<file path="config.mk">
export PLATFORM = sky130hd
export DESIGN_NAME = trigger_sequencer
export DESIGN_NICKNAME = d
export VERILOG_FILES = /design/src/rtl/trigger_sequencer.sv
export SDC_FILE = /design/constraint.sdc
export NUM_CORES = 1
export LEC_CHECK = 0
export ABC_AREA = 0
export CORE_MARGIN = 2
export CORE_UTILIZATION = 40
export DETAILED_ROUTE_END_ITERATION = 12
export PLACE_DENSITY_LB_ADDON = 0.05
export SYNTH_ARGS = -nofsm -noshare
export SYNTH_HDL_FRONTEND = slang
export SYNTH_SLANG_ARGS = --single-unit
</file>
<file path="constraint.sdc">
create_clock -name clk -period 8.4 [get_ports clk]
set_input_delay 2.52 -clock clk [delete_from_list [all_inputs] [get_ports clk]]
set_output_delay 2.52 -clock clk [all_outputs]
set_load 0.02 [all_outputs]
</file>
<file path="src/rtl/trigger_sequencer.sv">
// -----------------------------------------------------------------------------
// trigger_sequencer
//
// Multi-stage trigger on the logic analyser sample path. Sits between the
// sampler and the capture buffer as a single register stage (latency 1). Each
// output sample carries an event tag: [0] = trigger fired on this sample,
// [1] = sequence advanced to the next stage on this sample.
//
// TSN stages are evaluated in order. Each stage has a masked value compare, an
// invert option and a consecutive-match count. Stage configuration comes in over
// a write-only bus. Arm/abort pulses control the sequence.
//
// Stream handshake: a transfer happens on a port in any cycle where its
// tvalid and tready are both high; tvalid never depends on tready, and the
// input side is ready whenever the output register is empty or being drained.
//
// Ports
//   clk, rst              clock, synchronous active-high reset
//   bus_wready            always 1
//   bus_wvalid            config write strobe
//   bus_waddr             [BAW-1:2] stage index, [1:0] 0 mask / 1 value / 2 cfg
//   bus_wdata             cfg word: [TCW-1:0] count, [TCW] invert, [TCW+1] final
//   ctl_arm, ctl_abort    control pulses (abort wins)
//   sts_state             0 IDLE, 1 ARMED, 2 FIRED (registered)
//   sts_stage             current stage index (registered)
//   sti_*                 input sample stream
//   sto_*                 output sample stream with event tags
// -----------------------------------------------------------------------------
module trigger_sequencer #(
  parameter int BAW = 6,
  parameter int BDW = 32,
  parameter int SDW = 32,
  parameter int SEW = 2,
  parameter int TSN = 4,
  parameter int TCW = 16,
  parameter int STW = (TSN > 1) ? $clog2(TSN) : 1
) (
  input  logic           clk,
  input  logic           rst,
  output logic           bus_wready,
  input  logic           bus_wvalid,
  input  logic [BAW-1:0] bus_waddr,
  input  logic [BDW-1:0] bus_wdata,
  input  logic           ctl_arm,
  input  logic           ctl_abort,
  output logic [1:0]     sts_state,
  output logic [STW-1:0] sts_stage,
  output logic           sti_tready,
  input  logic           sti_tvalid,
  input  logic [SDW-1:0] sti_tdata,
  input  logic           sto_tready,
  output logic           sto_tvalid,
  output logic [SEW-1:0] sto_tevent,
  output logic [SDW-1:0] sto_tdata
);

  typedef enum logic [1:0] {
    ST_IDLE  = 2'd0,
    ST_ARMED = 2'd1,
    ST_FIRED = 2'd2
  } state_e;

  // Stage configuration registers
  logic [SDW-1:0] mask_q  [TSN];
  logic [SDW-1:0] value_q [TSN];
  logic [TCW-1:0] count_q [TSN];
  logic           inv_q   [TSN];
  logic           fin_q   [TSN];

  // Sequencer and output stream registers
  state_e         state_q;
  logic [STW-1:0] stage_q;
  logic [TCW-1:0] cnt_q;

  // Combinational helpers
  logic           in_xfer;
  logic [BAW-3:0] wr_stage;
  logic [SDW-1:0] cur_mask;
  logic [SDW-1:0] cur_value;
  logic [TCW-1:0] cur_count;
  logic           cur_inv;
  logic           cur_fin;
  logic [TCW-1:0] cnt_tgt;
  logic [TCW:0]   cnt_p1;
  logic [TCW-1:0] cnt_inc_d;
  logic           hit;
  logic           sat;
  logic           last_stage;
  logic           eval;
  logic [SEW-1:0] ev_d;

  assign bus_wready = 1'b1;
  assign sti_tready = sto_tready | ~sto_tvalid;
  assign in_xfer    = sti_tvalid & sti_tready;
  assign wr_stage   = bus_waddr[BAW-1:2];

  assign sts_state  = state_q;
  assign sts_stage  = stage_q;

  assign cur_mask   = mask_q[stage_q];
  assign cur_value  = value_q[stage_q];
  assign cur_count  = count_q[stage_q];
  assign cur_inv    = inv_q[stage_q];
  assign cur_fin    = fin_q[stage_q];

  // A programmed count of zero behaves like one: a single hit satisfies.
  assign cnt_tgt    = (cur_count == '0) ? TCW'(1) : cur_count;
  // Compare one bit wider so cnt_q+1 cannot wrap into a false match.
  assign cnt_p1     = {1'b0, cnt_q} + {{TCW{1'b0}}, 1'b1};
  assign cnt_inc_d  = (cnt_q == '1) ? cnt_q : cnt_p1[TCW-1:0];

  assign hit        = ((((sti_tdata ^ cur_value) & cur_mask) == '0) ^ cur_inv);
  assign sat        = hit & (cnt_p1 == {1'b0, cnt_tgt});
  assign last_stage = (stage_q == STW'(TSN - 1));

  // Matching only counts on a real input transfer while ARMED; a control
  // pulse in the same cycle takes priority and discards the match.
  assign eval       = in_xfer & (state_q == ST_ARMED) & ~ctl_arm & ~ctl_abort;

  always_comb begin
    ev_d = '0;
    if (eval && sat) begin
      if (cur_fin || last_stage) ev_d[0] = 1'b1;
      else                       ev_d[1] = 1'b1;
    end
  end

  // Configuration writes. Reserved register 3 and out-of-range stages are
  // dropped rather than aliased onto existing stages.
  always_ff @(posedge clk) begin
    if (rst) begin
      for (int s = 0; s < TSN; s++) begin
        mask_q[s]  <= '0;
        value_q[s] <= '0;
        count_q[s] <= '0;
        inv_q[s]   <= 1'b0;
        fin_q[s]   <= 1'b0;
      end
    end else if (bus_wvalid) begin
      for (int s = 0; s < TSN; s++) begin
        if (wr_stage == (BAW-2)'(s)) begin
          case (bus_waddr[1:0])
            2'd0: mask_q[s]  <= bus_wdata[SDW-1:0];
            2'd1: value_q[s] <= bus_wdata[SDW-1:0];
            2'd2: begin
              count_q[s] <= bus_wdata[TCW-1:0];
              inv_q[s]   <= bus_wdata[TCW];
              fin_q[s]   <= bus_wdata[TCW+1];
            end
            default: ;
          endcase
        end
      end
    end
  end

  // Sequencer FSM plus the output register of the stream stage.
  always_ff @(posedge clk) begin
    if (rst) begin
      state_q    <= ST_IDLE;
      stage_q    <= '0;
      cnt_q      <= '0;
      sto_tvalid <= 1'b0;
      sto_tevent <= '0;
      sto_tdata  <= '0;
    end else begin
      if (in_xfer) begin
        sto_tvalid <= 1'b1;
        sto_tdata  <= sti_tdata;
        sto_tevent <= ev_d;
      end else if (sto_tready) begin
        sto_tvalid <= 1'b0;
      end

      if (ctl_abort) begin
        state_q <= ST_IDLE;
        stage_q <= '0;
        cnt_q   <= '0;
      end else if (ctl_arm) begin
        state_q <= ST_ARMED;
        stage_q <= '0;
        cnt_q   <= '0;
      end else if (eval) begin
        if (sat) begin
          cnt_q <= '0;
          if (cur_fin || last_stage) state_q <= ST_FIRED;
          else                       stage_q <= stage_q + STW'(1);
        end else if (hit) begin
          cnt_q <= cnt_inc_d;
        end else begin
          cnt_q <= '0;
        end
      end
    end
  end

endmodule

</file>
* Yosys cells after proc, flatten, opt, wreduce, memory -nomap -nowiden
Memories as Yosys holds them, arrays and structs flattened. A register that Yosys moved wholly into a read port is not among the register bits.
Cells that the tools add are included.
** Word-level totals
- Output and inout port bits :: 41
- Input port bits :: 77
- RAM bits :: 328
- Memories kept :: 5
- Flip-flop bits (word level) :: 55
** Operators by class
- Bitwise operators :: 33
- Mux-type cells :: 96
- Equality and inequality tests :: 10
- $add $sub $neg :: 2
- Reductions and logical operators :: 16
** Memory list
- mask_q :: words 4, bits a word 32, rd ports 1, clocked after Yosys merged registers in 1, wr ports 4, line 64 : logic [SDW-1:0] mask_q [TSN];
- value_q :: words 4, bits a word 32, rd ports 1, clocked after Yosys merged registers in 1, wr ports 4, line 65 : logic [SDW-1:0] value_q [TSN];
- count_q :: words 4, bits a word 16, rd ports 1, clocked after Yosys merged registers in 1, wr ports 4, line 66 : logic [TCW-1:0] count_q [TSN];
- fin_q :: words 4, bits a word 1, rd ports 1, clocked after Yosys merged registers in 1, wr ports 4, line 68 : logic fin_q [TSN];
- inv_q :: words 4, bits a word 1, rd ports 1, clocked after Yosys merged registers in 1, wr ports 4, line 67 : logic inv_q [TSN];
** Operators with widths (count)
- 32-bit 2-to-1 mux :: 8
- 16-bit 2-to-1 mux :: 8
- 1-bit 2-to-1 mux :: 69
- 32-bit AND :: 1
- 32-bit logical NOT :: 1
- 32-bit bitwise XOR :: 1
- 2-bit 2-to-1 mux :: 11
- 1-bit bitwise OR :: 21
- 16-bit by 1-bit adder with 17-bit output (second input constant) :: 1
- 17-bit by 16-bit equality test with 1-bit output :: 1
- 16-bit equality test (second input constant) :: 1
- 16-bit logical NOT :: 1
- 3-bit AND reduction :: 3
- 4-bit by 2-bit equality test with 1-bit output (second input constant) :: 2
- 2-bit nonzero test :: 4
- 1-bit AND :: 5
- 2-bit by 1-bit equality test with 1-bit output (second input constant) :: 2
- 2-bit equality test (second input constant) :: 2
- 4-bit by 1-bit equality test with 1-bit output (second input constant) :: 1
- 4-bit logical NOT :: 1
- 1-bit inverter :: 4
- 3-bit inequality test (second input constant) :: 1
- 3-bit OR reduction :: 1
- 2-bit by 1-bit adder with 2-bit output (second input constant) :: 1
- other kinds (6) :: 6

* Depth between registers and ports, before layout
Gate-level depths: netlist of the first run.
- Word-level depth :: 9
- Gate-level depth with buffers :: 15
- Depth with buffers taken out :: 10

* Least setup slack after synthesis of the first run
OpenSTA, ideal clock, no wires.
- Path type :: input port to output port
- Start point :: input sto_tready
- End point :: output sti_tready
- Arrival :: 2.762 ns
- Required time :: 5.880 ns
- Buffers on the path :: 0
- Cell stages on the path :: 1
- Setup slack :: 3.118 ns
- Path through :: nand2b_1
** On the way
- Longest elaborated chain between the ends :: 1
** Ends and longest elaborated chain
- start, declared :: line 51 : input logic sto_tready,
- 1-bit bitwise OR :: line 93 : assign sti_tready = sto_tready | ~sto_tvalid;
- end, declared :: line 48 : output logic sti_tready,
Every way passes these cells.

* Worst setup path in the final report of the first run
Same ends and word-level chain as after synthesis.

==> results_dict.tcl, run 1 <==
set metrics [dict create \
    ys_types 81 \
    adder_cell_share_of_the_synthesized_area_pct 0.139 \
    clockBufferDepth 3 \
    synth.avg_cell_area_um2 12.4 \
    synth.cells.most_frequent "sky130_fd_sc_hd__and2_1, sky130_fd_sc_hd__edfxtp_1, sky130_fd_sc_hd__nand2_1" \
    power_switching_share_pct 23.1 \
    worstSetupPathType "input port to output pin" \
    dr_total_vias 11700 \
    outcome "complete, no violations" \
    worst_slew_margin_rel_pct 24.2 \
    fin_hold_viols 0 \
    fillers 3951 \
    route.detailed.vias_per_inst 5.42 \
    leakagePower_nw 7.42 \
    clock_tree_root "sky130_fd_sc_hd__clkbuf_16" \
    layout_worst_path_cycle_share_pct 74.5 \
    yosysWarnings 0 \
    grt_pass1_vias 11400 \
    timing.critical_path.fanout_max 4 \
    die_x_um 216 \
    syn_to_final_growth_pct 17.4 \
    fmaxAchievable_mhz 160 \
    finish.net_count 1617 \
    design.die.area_um2 46800 \
    synth.yosys.seq_area_share_pct 60.9 \
    number_of_antenna_violations_at_the_first_check_in_global_routing 0 \
    route.final.wire_length_mm 53.5 \
    detailed_placement_hpwl_mm 33.4 \
    synth-simple-area-share_pct 21.5 \
    fraction_of_synthesized_cell_area_in_xor_and_xnor_cells_pct 4.52 \
    worst_ep_arrival_time_ps 3740 \
    tritoncts "built" \
    finalSetupTns_ps 0 \
    largest_family_of_logic_cells_by_synthesized_area "simple AND/OR/NAND/NOR gates" \
    p_comb_share_pct 7.5 \
    placement_rows 77 \
    worst_setup_path_end_kind "output pin" \
    number_of_max_slew_violations_in_the_final_report 0 \
    routability_cong 0.799 \
    io_pins 118 \
    clock_latency_ps 580 \
    largest_net_degree_at_the_start_of_global_routing 61 \
    clock-skew-final_ps 25.4 \
    core_um2 44400 \
    postSynthNetCount 1530 \
    grt_overflow_total 0 \
    share_of_cell_area_taken_by_muxes_after_synthesis_pct 3.08 \
    initial_utilization_pct 40.6 \
    grt_first_pass_wirelength_mm 78.3 \
    dpl-instance-area_um2 19800 \
    ys_seq_elements 385 \
    cts-htree-levels 2 \
    yosys-top-cells-area "sky130_fd_sc_hd__edfxtp_1, sky130_fd_sc_hd__and2_1, sky130_fd_sc_hd__dfxtp_1" \
    dr.pass1.iters 5 \
    drc_errors 0 \
    internal_power_mw 3.35 \
    required_ps 5880 \
    synth_most_common_cell "sky130_fd_sc_hd__and2_1" \
    netSwitchingPower_mw 1.01 \
    post_synth_inst_count 1451 \
    drive_above_1_share_pct 9.22 \
    antenna_violating_nets_post_route 0 \
    cp_launch_type "input port" \
    synth_top_area_share_pct 54.6 \
    cts.clk_slew.worst_paths_ps 60 \
    aggregate_global_route_resource_usage_pct 23.1 \
    rsz0062_at_grt "no" \
    timing_worst_slew_pin_value_ps 1140 \
    worst_hold_path_type "flop to flop" \
    buffer_ports.inserted 116 \
    min_delay_path_depth 2 \
    synth.cell_area_um2 18000 \
    wl_per_cell_um 24.7 \
    cts-buffers-inserted 43 \
    post_cts_resized 0 \
    final_setup_vio_count 0 \
    vdd_drop_max_v 0.000114 \
    post-synth-top-area-cell "sky130_fd_sc_hd__edfxtp_1" \
    post-cts-setup-buffers 0 \
    synth_top_flop_cell "sky130_fd_sc_hd__edfxtp_1" \
    cap_violations 0 \
    layout_min_cycle_time_ps 6260 \
    worst-r2r-cell-count 10 \
    clock_power_share_pct 42.0 \
    final_area_um2 21200 \
    dr.first_iter.drc_count 973 \
    synth-async-reset-ratio_pct 0 \
    power.density_nw_per_um2 206 \
    synth_edf_count 328 \
    die_h_um 216 \
    cts_sinks 385 \
    sequentialPowerShare_pct 50.5 \
    post_synthesis_compound_gate_area_fraction_pct 6.94 \
    holdBufCountCts 0 \
]
-- flip-flops by register name, summed over array words and instances, names as in the netlist, named ones only --
name,count
cnt_q,16
count_q,64
fin_q,4
inv_q,4
mask_q,128
sto_tdata,32
sto_tevent,2
sto_tvalid,1
sts_stage,2
sts_state,2
value_q,128
-- critical path: stages --
cell and delay, ps:
sky130_fd_sc_hd__clkdlybuf4s50_1 450, sky130_fd_sc_hd__nand2b_1 150, sky130_fd_sc_hd__clkdlybuf4s50_1 620
-- final timing paths --
check,startpoint,endpoint,slack (ps)
setup / recovery,sto_tready,sti_tready,2140
hold / removal,sto_tdata[3],sto_tdata[3],450
setup reg to reg,flop,cnt_q[13],3400
hold reg to reg,sto_tdata[3],sto_tdata[3],450
-- stage by stage --
step | worst slack (ps) | power, mW | std cells | hold slack [ps] | utilization, %
after global placement | 1730 | 2.57 | 2085 | 442 | 44.6
after CTS | 2140 | 4.40 | 2165 | 453 | 47.7
after floorplan | 3120 | 2.40 | 1451 | 492 | -
final | 2140 | 4.36 | 2168 | 452 | 47.7
after detailed placement | 1710 | 2.57 | 2085 | 446 | 44.6
after global routing | 2080 | 4.49 | 2165 | 469 | 47.7
-- kinds of logic (layout without fill, tap and decap cells) --
| logic type | Yosys count | count (layout) |
|---|---|---|
| adder cells (fa/ha/maj) | 2 | 2 |
| XOR/XNOR | 93 | 93 |
| other | 1 | 4 |
| AND/OR/NAND/NOR | 650 | 650 |
| buffers and inverters | 125 | 247 |
| multiplexers | 29 | 29 |
| AO/OA/AOI/OAI | 166 | 166 |
| flip-flops | 385 | 385 |
-- routing by layer --
layer	GRT usage (%)	vias to the layer above	part of all wire, %
li1	-	5427	-
met1	34.1	5950	47
met2	35.8	314	45
met3	2.92	58	5.6
met4	6.14	0	1.9
met5	0	-	0
-- placed cells by master, fill, tap and decap left out, types with 6 or more instances in the layout --
cell type	synthesis	routed
sky130_fd_sc_hd__a2111oi_0	10	10
sky130_fd_sc_hd__a21o_1	10	9
sky130_fd_sc_hd__a21oi_1	48	48
sky130_fd_sc_hd__a221oi_1	6	6
sky130_fd_sc_hd__a222oi_1	8	8
sky130_fd_sc_hd__a22oi_1	6	6
sky130_fd_sc_hd__and2_1	333	332
sky130_fd_sc_hd__and3_1	9	9
sky130_fd_sc_hd__and4b_1	8	8
sky130_fd_sc_hd__buf_4	7	28
sky130_fd_sc_hd__clkbuf_1	83	11
sky130_fd_sc_hd__clkbuf_16	0	44
sky130_fd_sc_hd__clkdlybuf4s50_1	0	115
sky130_fd_sc_hd__clkinv_1	0	13
sky130_fd_sc_hd__dfxtp_1	57	56
sky130_fd_sc_hd__edfxtp_1	328	328
sky130_fd_sc_hd__inv_1	22	22
sky130_fd_sc_hd__mux2i_1	6	6
sky130_fd_sc_hd__mux4_2	21	21
sky130_fd_sc_hd__nand2_1	116	116
sky130_fd_sc_hd__nand2b_1	17	17
sky130_fd_sc_hd__nand3_1	24	24
sky130_fd_sc_hd__nand3b_1	24	24
sky130_fd_sc_hd__nand4_1	16	16
sky130_fd_sc_hd__nand4b_1	12	12
sky130_fd_sc_hd__nor2_1	19	15
sky130_fd_sc_hd__nor3_1	17	13
sky130_fd_sc_hd__nor4_1	10	10
sky130_fd_sc_hd__nor4bb_1	8	8
sky130_fd_sc_hd__o21ai_0	6	6
sky130_fd_sc_hd__or2_2	6	6
sky130_fd_sc_hd__xnor2_1	26	26
sky130_fd_sc_hd__xor2_1	67	67
-- layout make-up --
type | count | area [µm²] | share of cell area, %
tap | 592 | 741 | 3.50
inverter | 23 | 86.3 | 0.408
sequential | 385 | 11000 | 51.9
multi-input combinational | 941 | 6620 | 31.3
antenna | 3 | 7.51 | 0.0355
timing repair buffer | 144 | 1370 | 6.45
clock inverter | 20 | 149 | 0.703
clock buffer | 60 | 1210 | 5.72
-- power by group through the flow --
stage	Combinational [mW]	Sequential, mW	Clock (mW)
CTS	0.331	2.20	1.86
detailed placement	0.330	2.24	0
global placement	0.329	2.24	0
finish	0.327	2.20	1.83
floorplan	0.150	2.25	0
global route	0.350	2.21	1.93
No activity file was read; power rests on OpenSTA's default activity.
==> run 2, diff against run 1 <==
- clock period: 8.4 -> 5.4 ns (I/O delays scaled with it)
==> run 2 against run 1 <==
Net effect:
- combinational power increased by 64%
- first-iteration DRC count increased by 18%
- setup slack got worse by 1800 ps
- sequential share of layout area shrank 0.82 points
- clock-buffer cell count up 13
- critical path type is now input port to flop
- largest cell class unchanged
- utilization is 0.76 points higher
- total power increased by 58%
- global-route usage rose by 0.51 points
- die area is the same
- register-to-register slack worse by 2600 ps
- flip-flop and latch count unchanged
==> results_dict.tcl, run 2 (synthesis results as in run 1) <==
set metrics [dict create \
    outcome "complete, no violations" \
    dpl_worst_slack_ps -103 \
    number_of_max_slew_violations_in_the_final_report 0 \
    cts-htree-levels 2 \
    holdBufCountCts 0 \
    antenna_violating_nets_post_route 0 \
    r2r_end "cnt_q[13]" \
    grt_first_pass_wirelength_mm 80.1 \
    grt_overflow_total 0 \
    biggestRegsByFlops "mask_q x128, value_q x128, count_q x64" \
    grtUsageMet3_pct 4.39 \
    crit_path_cell_trace "clkdlybuf4s50_1, and4b_1, nor4_1, nand4_1, nor4_1, nand4_1, nand2_1, xnor2_1, buf_4, nor4_1, a221o_1" \
    antenna-diode-count 0 \
    clock_latency_ps 580 \
    clockBufferDepth 3 \
    most-common-layout-cells "sky130_fd_sc_hd__and2_1, sky130_fd_sc_hd__edfxtp_1, sky130_fd_sc_hd__nand2_1" \
    worst_hold_path_type "flop to flop" \
    grt.met1_usage_pct 34.8 \
    timing.critical_path.fanout_max 8 \
    dr.first_iter.drc_count 1151 \
    clock_tree_root "sky130_fd_sc_hd__clkbuf_16" \
    vdd_drop_max_v 0.000255 \
    design.die.area_um2 46800 \
    cpLargestDelayFamily "simple AND/OR/NAND/NOR gates" \
    leakagePower_nw 7.61 \
    aggregate_global_route_resource_usage_pct 23.6 \
    cp_launch_type "input port" \
    finish.net_count 1648 \
    route.detailed.vias_per_inst 5.42 \
    grt_pass1_vias 11600 \
    rsz0062_at_grt "no" \
    worstSetupPathType "input port to flop" \
    cp_slowest_stage_delay_ps 730 \
    worst_slew_margin_rel_pct 20.5 \
    top_cell_by_count_worst_path "sky130_fd_sc_hd__nor4_1" \
    initial_utilization_pct 40.6 \
    post_layout_nonfiller_instances 2197 \
    global_route.peak_usage_layer "met2" \
    worstHoldStart "sto_tdata[29]" \
    tritoncts "built" \
    leading_cell_type_in_the_layout_fill_and_taps_excluded "sky130_fd_sc_hd__and2_1" \
    cap_violations 0 \
    power.density_nw_per_um2 321 \
    worst_setup_path_end_kind "flop" \
    cts-buffers-inserted 44 \
    clock-skew-final_ps 28.5 \
    timing_worst_slew_pin_value_ps 1160 \
    grtUsageMet2_pct 36.3 \
    dp_cells 2115 \
    die_h_um 216 \
    dr.pass1.iters 7 \
    drive_above_1_share_pct 11.2 \
    min_delay_path_depth 2 \
    io_pins 118 \
    worst_ep_arrival_time_ps 5470 \
    final_setup_vio_count 0 \
    worst-r2r-cell-count 11 \
    cp_slowest_cell "sky130_fd_sc_hd__clkdlybuf4s50_1" \
    route.final.wire_length_mm 54.6 \
    fmaxAchievable_mhz 199 \
    worst_case_register_to_register_setup_slack_ps 810 \
    detailed_placement_hpwl_mm 35.8 \
    cts_sinks 385 \
    fin_hold_viols 0 \
    required_ps 5850 \
    routability_cong 0.790 \
    post-cts-setup-buffers 0 \
    timing.final.ws_setup_ps 386 \
    syn_to_final_growth_pct 19.2 \
    dr_total_vias 11900 \
    layout_worst_path_cycle_share_pct 92.9 \
    cp_num_buf_inv 2 \
    number_of_antenna_violations_at_the_first_check_in_global_routing 1 \
    buffer_ports.inserted 116 \
    layout_min_cycle_time_ps 5010 \
    placement_rows 77 \
    die_x_um 216 \
    cts.clk_slew.worst_paths_ps 60 \
    largest_net_degree_at_the_start_of_global_routing 79 \
    core_um2 44400 \
    post_cts_resized 0 \
    hold_path_end "sto_tdata[29]" \
    wl_per_cell_um 24.9 \
    drc_errors 0 \
]
==> run 2: cell types whose count changed in the layout (fill, tap and decap cells not counted), sizes merged <==
cell	change
buf	+30
clkbuf	+13
clkinv	-9
diode	-3
bufinv	-1
inv	-1
==> run 2: layout make-up <==
cell class	instances	area [µm²]
clock buffer	73	1340
clock inverter	9	76.3
fill	3944	22900
inverter	23	86.3
multi-input combinational	941	6620
sequential	385	11000
tap	592	741
timing repair buffer	174	1650
==> run 2: report_power, final <==
group,switching (mW),internal (mW)
clock network,1.19,1.74
registers,0.0600,3.37
logic,0.330,0.205
total,1.58,5.31
==> run 2: per-stage QoR <==
stage	hold slack [ps]	setup TNS [ps]	cell area, µm²	utilization (%)	total power, mW
after CTS	457	0	21500	48.4	6.95
after global placement	442	-1650	20100	45.2	4.03
after global routing	473	0	21500	48.4	7.12
after detailed placement	449	-592	20100	45.2	4.03
final	454	0	21500	48.4	6.90
after floorplan	492	0	18000	-	3.73
==> run 2: per-layer routing <==
layer	share of wire, %	up-vias
met3	6.6	61
met1	47	5988
met2	45	375
li1	-	5490
met5	0	-
met4	1.6	0
==> run 2: worst max path at each step <==
stage               cells past startpoint           from       endpoint
floorplan                               3   bus_waddr[3]  value_q[0][0]
global placement                       11  sti_tdata[27]      cnt_q[13]
detailed placement                     11  sti_tdata[28]      cnt_q[13]
CTS                                    11  sti_tdata[28]      cnt_q[13]
global route                           11  sti_tdata[27]       cnt_q[5]
finish                                 11  sti_tdata[22]      cnt_q[13]
==> run 2: worst min-delay path: stages (launching register included) <==
cell and delay, ps:
sky130_fd_sc_hd__dfxtp_1 300, sky130_fd_sc_hd__nand2_1 50, sky130_fd_sc_hd__a21oi_1 50
==> run 3, diff against run 2 <==
- CAP_MARGIN: default -> 20
- CTS_BUF_LIST: default -> sky130_fd_sc_hd__clkbuf_8 sky130_fd_sc_hd__clkbuf_16
- PLACE_DENSITY: default -> 0.65
- PLACE_DENSITY_LB_ADDON: 0.05 -> default
==> run 3 against run 2 <==
Net effect:
- combinational power down 4.9%
- sequential share of layout area up 0.92 points
- sequential power hardly changed
- cell area shrank 1.8%
- flip-flop and latch count did not move
- largest cell class unchanged
- largest power group unchanged
==> results_dict.tcl, run 3 (synthesis results as in run 1) <==
set metrics [dict create \
    post-cts-setup-buffers 0 \
    grt_first_pass_wirelength_mm 75.9 \
    dr.first_iter.drc_count 1190 \
    wl_per_cell_um 23.6 \
    postLayoutCoreUtil_pct 47.6 \
    cp_launch_type "input port" \
    leakagePower_nw 7.49 \
    grt_overflow_total 0 \
    placement_rows 77 \
    number_of_max_slew_violations_in_the_final_report 0 \
    syn_to_final_growth_pct 17.1 \
    timing_worst_slew_pin_value_ps 965 \
    io_pins 118 \
    worst_setup_path_end_kind "flop" \
    worst_hold_path_type "flop to flop" \
    largest_net_degree_at_the_start_of_global_routing 77 \
    rsz0062_at_grt "no" \
    post_cts_resized 0 \
    biggestRegsByFlops "mask_q x128, value_q x128, count_q x64" \
    die_x_um 216 \
    number_of_antenna_violations_at_the_first_check_in_global_routing 5 \
    initial_utilization_pct 40.6 \
    fmaxAchievable_mhz 211 \
    most-common-layout-cells "sky130_fd_sc_hd__and2_1, sky130_fd_sc_hd__edfxtp_1, sky130_fd_sc_hd__nand2_1" \
    drive_above_1_share_pct 9.36 \
    antenna-diode-count 0 \
    finish.net_count 1629 \
    dr_total_vias 11900 \
    routability_cong 0.835 \
    fillers 3902 \
    clock-skew-final_ps 16.4 \
    cts-buffers-inserted 41 \
    fin_hold_viols 0 \
    power.density_nw_per_um2 309 \
    die_h_um 216 \
    total_power_mw 6.52 \
    core_um2 44400 \
    route.final.wire_length_mm 51.3 \
    final_area_um2 21100 \
    finalSetupTns_ps 0 \
    worst_slew_margin_rel_pct 35.7 \
    aggregate_global_route_resource_usage_pct 21.8 \
    holdBufCountCts 0 \
    dpl-instance-area_um2 19900 \
    required_ps 5880 \
    design.die.area_um2 46800 \
    dr.pass1.iters 5 \
    antenna_violating_nets_post_route 0 \
    worstSetupPathType "input port to flop" \
    drc_errors 0 \
    route.detailed.vias_per_inst 5.49 \
    outcome "complete, no violations" \
    cts-htree-levels 2 \
    layout_min_cycle_time_ps 4750 \
    clock_tree_root "sky130_fd_sc_hd__clkbuf_16" \
    leading_cell_type_in_the_layout_fill_and_taps_excluded "sky130_fd_sc_hd__and2_1" \
    cts.clk_slew.worst_paths_ps 60 \
    vdd_drop_max_v 0.000179 \
    dpl_worst_slack_ps 152 \
    cts_sinks 385 \
    layout_worst_path_cycle_share_pct 87.9 \
    final_setup_vio_count 0 \
    worst_ep_arrival_time_ps 5230 \
    buffer_ports.inserted 116 \
    grt_pass1_vias 11600 \
    detailed_placement_hpwl_mm 32.7 \
    tritoncts "built" \
    timing.final.ws_setup_ps 654 \
    timing.critical_path.fanout_max 16 \
    cap_violations 0 \
    clock_latency_ps 550 \
    clockBufferDepth 3 \
]
-- run 3: layout make-up --
type | count | area (µm²) | area share (%)
Tap cell | 592 | 741 | 3.51
Clock buffer | 46 | 1110 | 5.23
Multi-Input combinational cell | 941 | 6600 | 31.2
Timing Repair Buffer | 158 | 1480 | 7.02
Sequential cell | 385 | 11000 | 52.0
Clock inverter | 28 | 119 | 0.563
Inverter | 23 | 86.3 | 0.409
-- run 3: worst paths after layout --
path / start / end / slack, ps / cells past startpoint
setup / recovery: sti_tdata[22] / cnt_q[0] / 650 / 10
hold / removal: sto_tdata[10] / sto_tdata[10] / 450 / 2
setup reg to reg: flop / cnt_q[0] / 1250 / 9
hold reg to reg: sto_tdata[10] / sto_tdata[10] / 450 / 2
-- run 3: per-stage QoR --
stage / hold slack, ps / instances
2_1_floorplan: 492 / 1451
3_3_place_gp: 442 / 2099
3_5_place_dp: 448 / 2099
4_1_cts: 456 / 2173
5_1_grt: 473 / 2173
6_report: 453 / 2173
-- run 3: worst max-delay path: stages --
cell and delay (ps):
sky130_fd_sc_hd__clkdlybuf4s50_1 650, sky130_fd_sc_hd__and4b_1 240, sky130_fd_sc_hd__nor4_1 450, sky130_fd_sc_hd__nand4_1 260, sky130_fd_sc_hd__nor4_1 430, sky130_fd_sc_hd__nand4_1 320, sky130_fd_sc_hd__nand2_1 240, sky130_fd_sc_hd__mux2_2 350
sky130_fd_sc_hd__nand2_1 420, sky130_fd_sc_hd__mux2_2 250
-- run 3: metal layers --
metal | track usage (%) | vias to the layer above | share of wire, %
li1 | - | 5435 | -
met1 | 31.8 | 5974 | 44
met2 | 33.9 | 448 | 46
met3 | 3.68 | 69 | 7.8
met4 | 5.46 | 6 | 2.1
met5 | 0 | - | 0.074
-- run 3: power breakdown --
group	total, mW	internal, mW	switching [mW]
registers	3.43	3.37	0.0604
clock network	2.58	1.46	1.13
logic	0.509	0.196	0.314
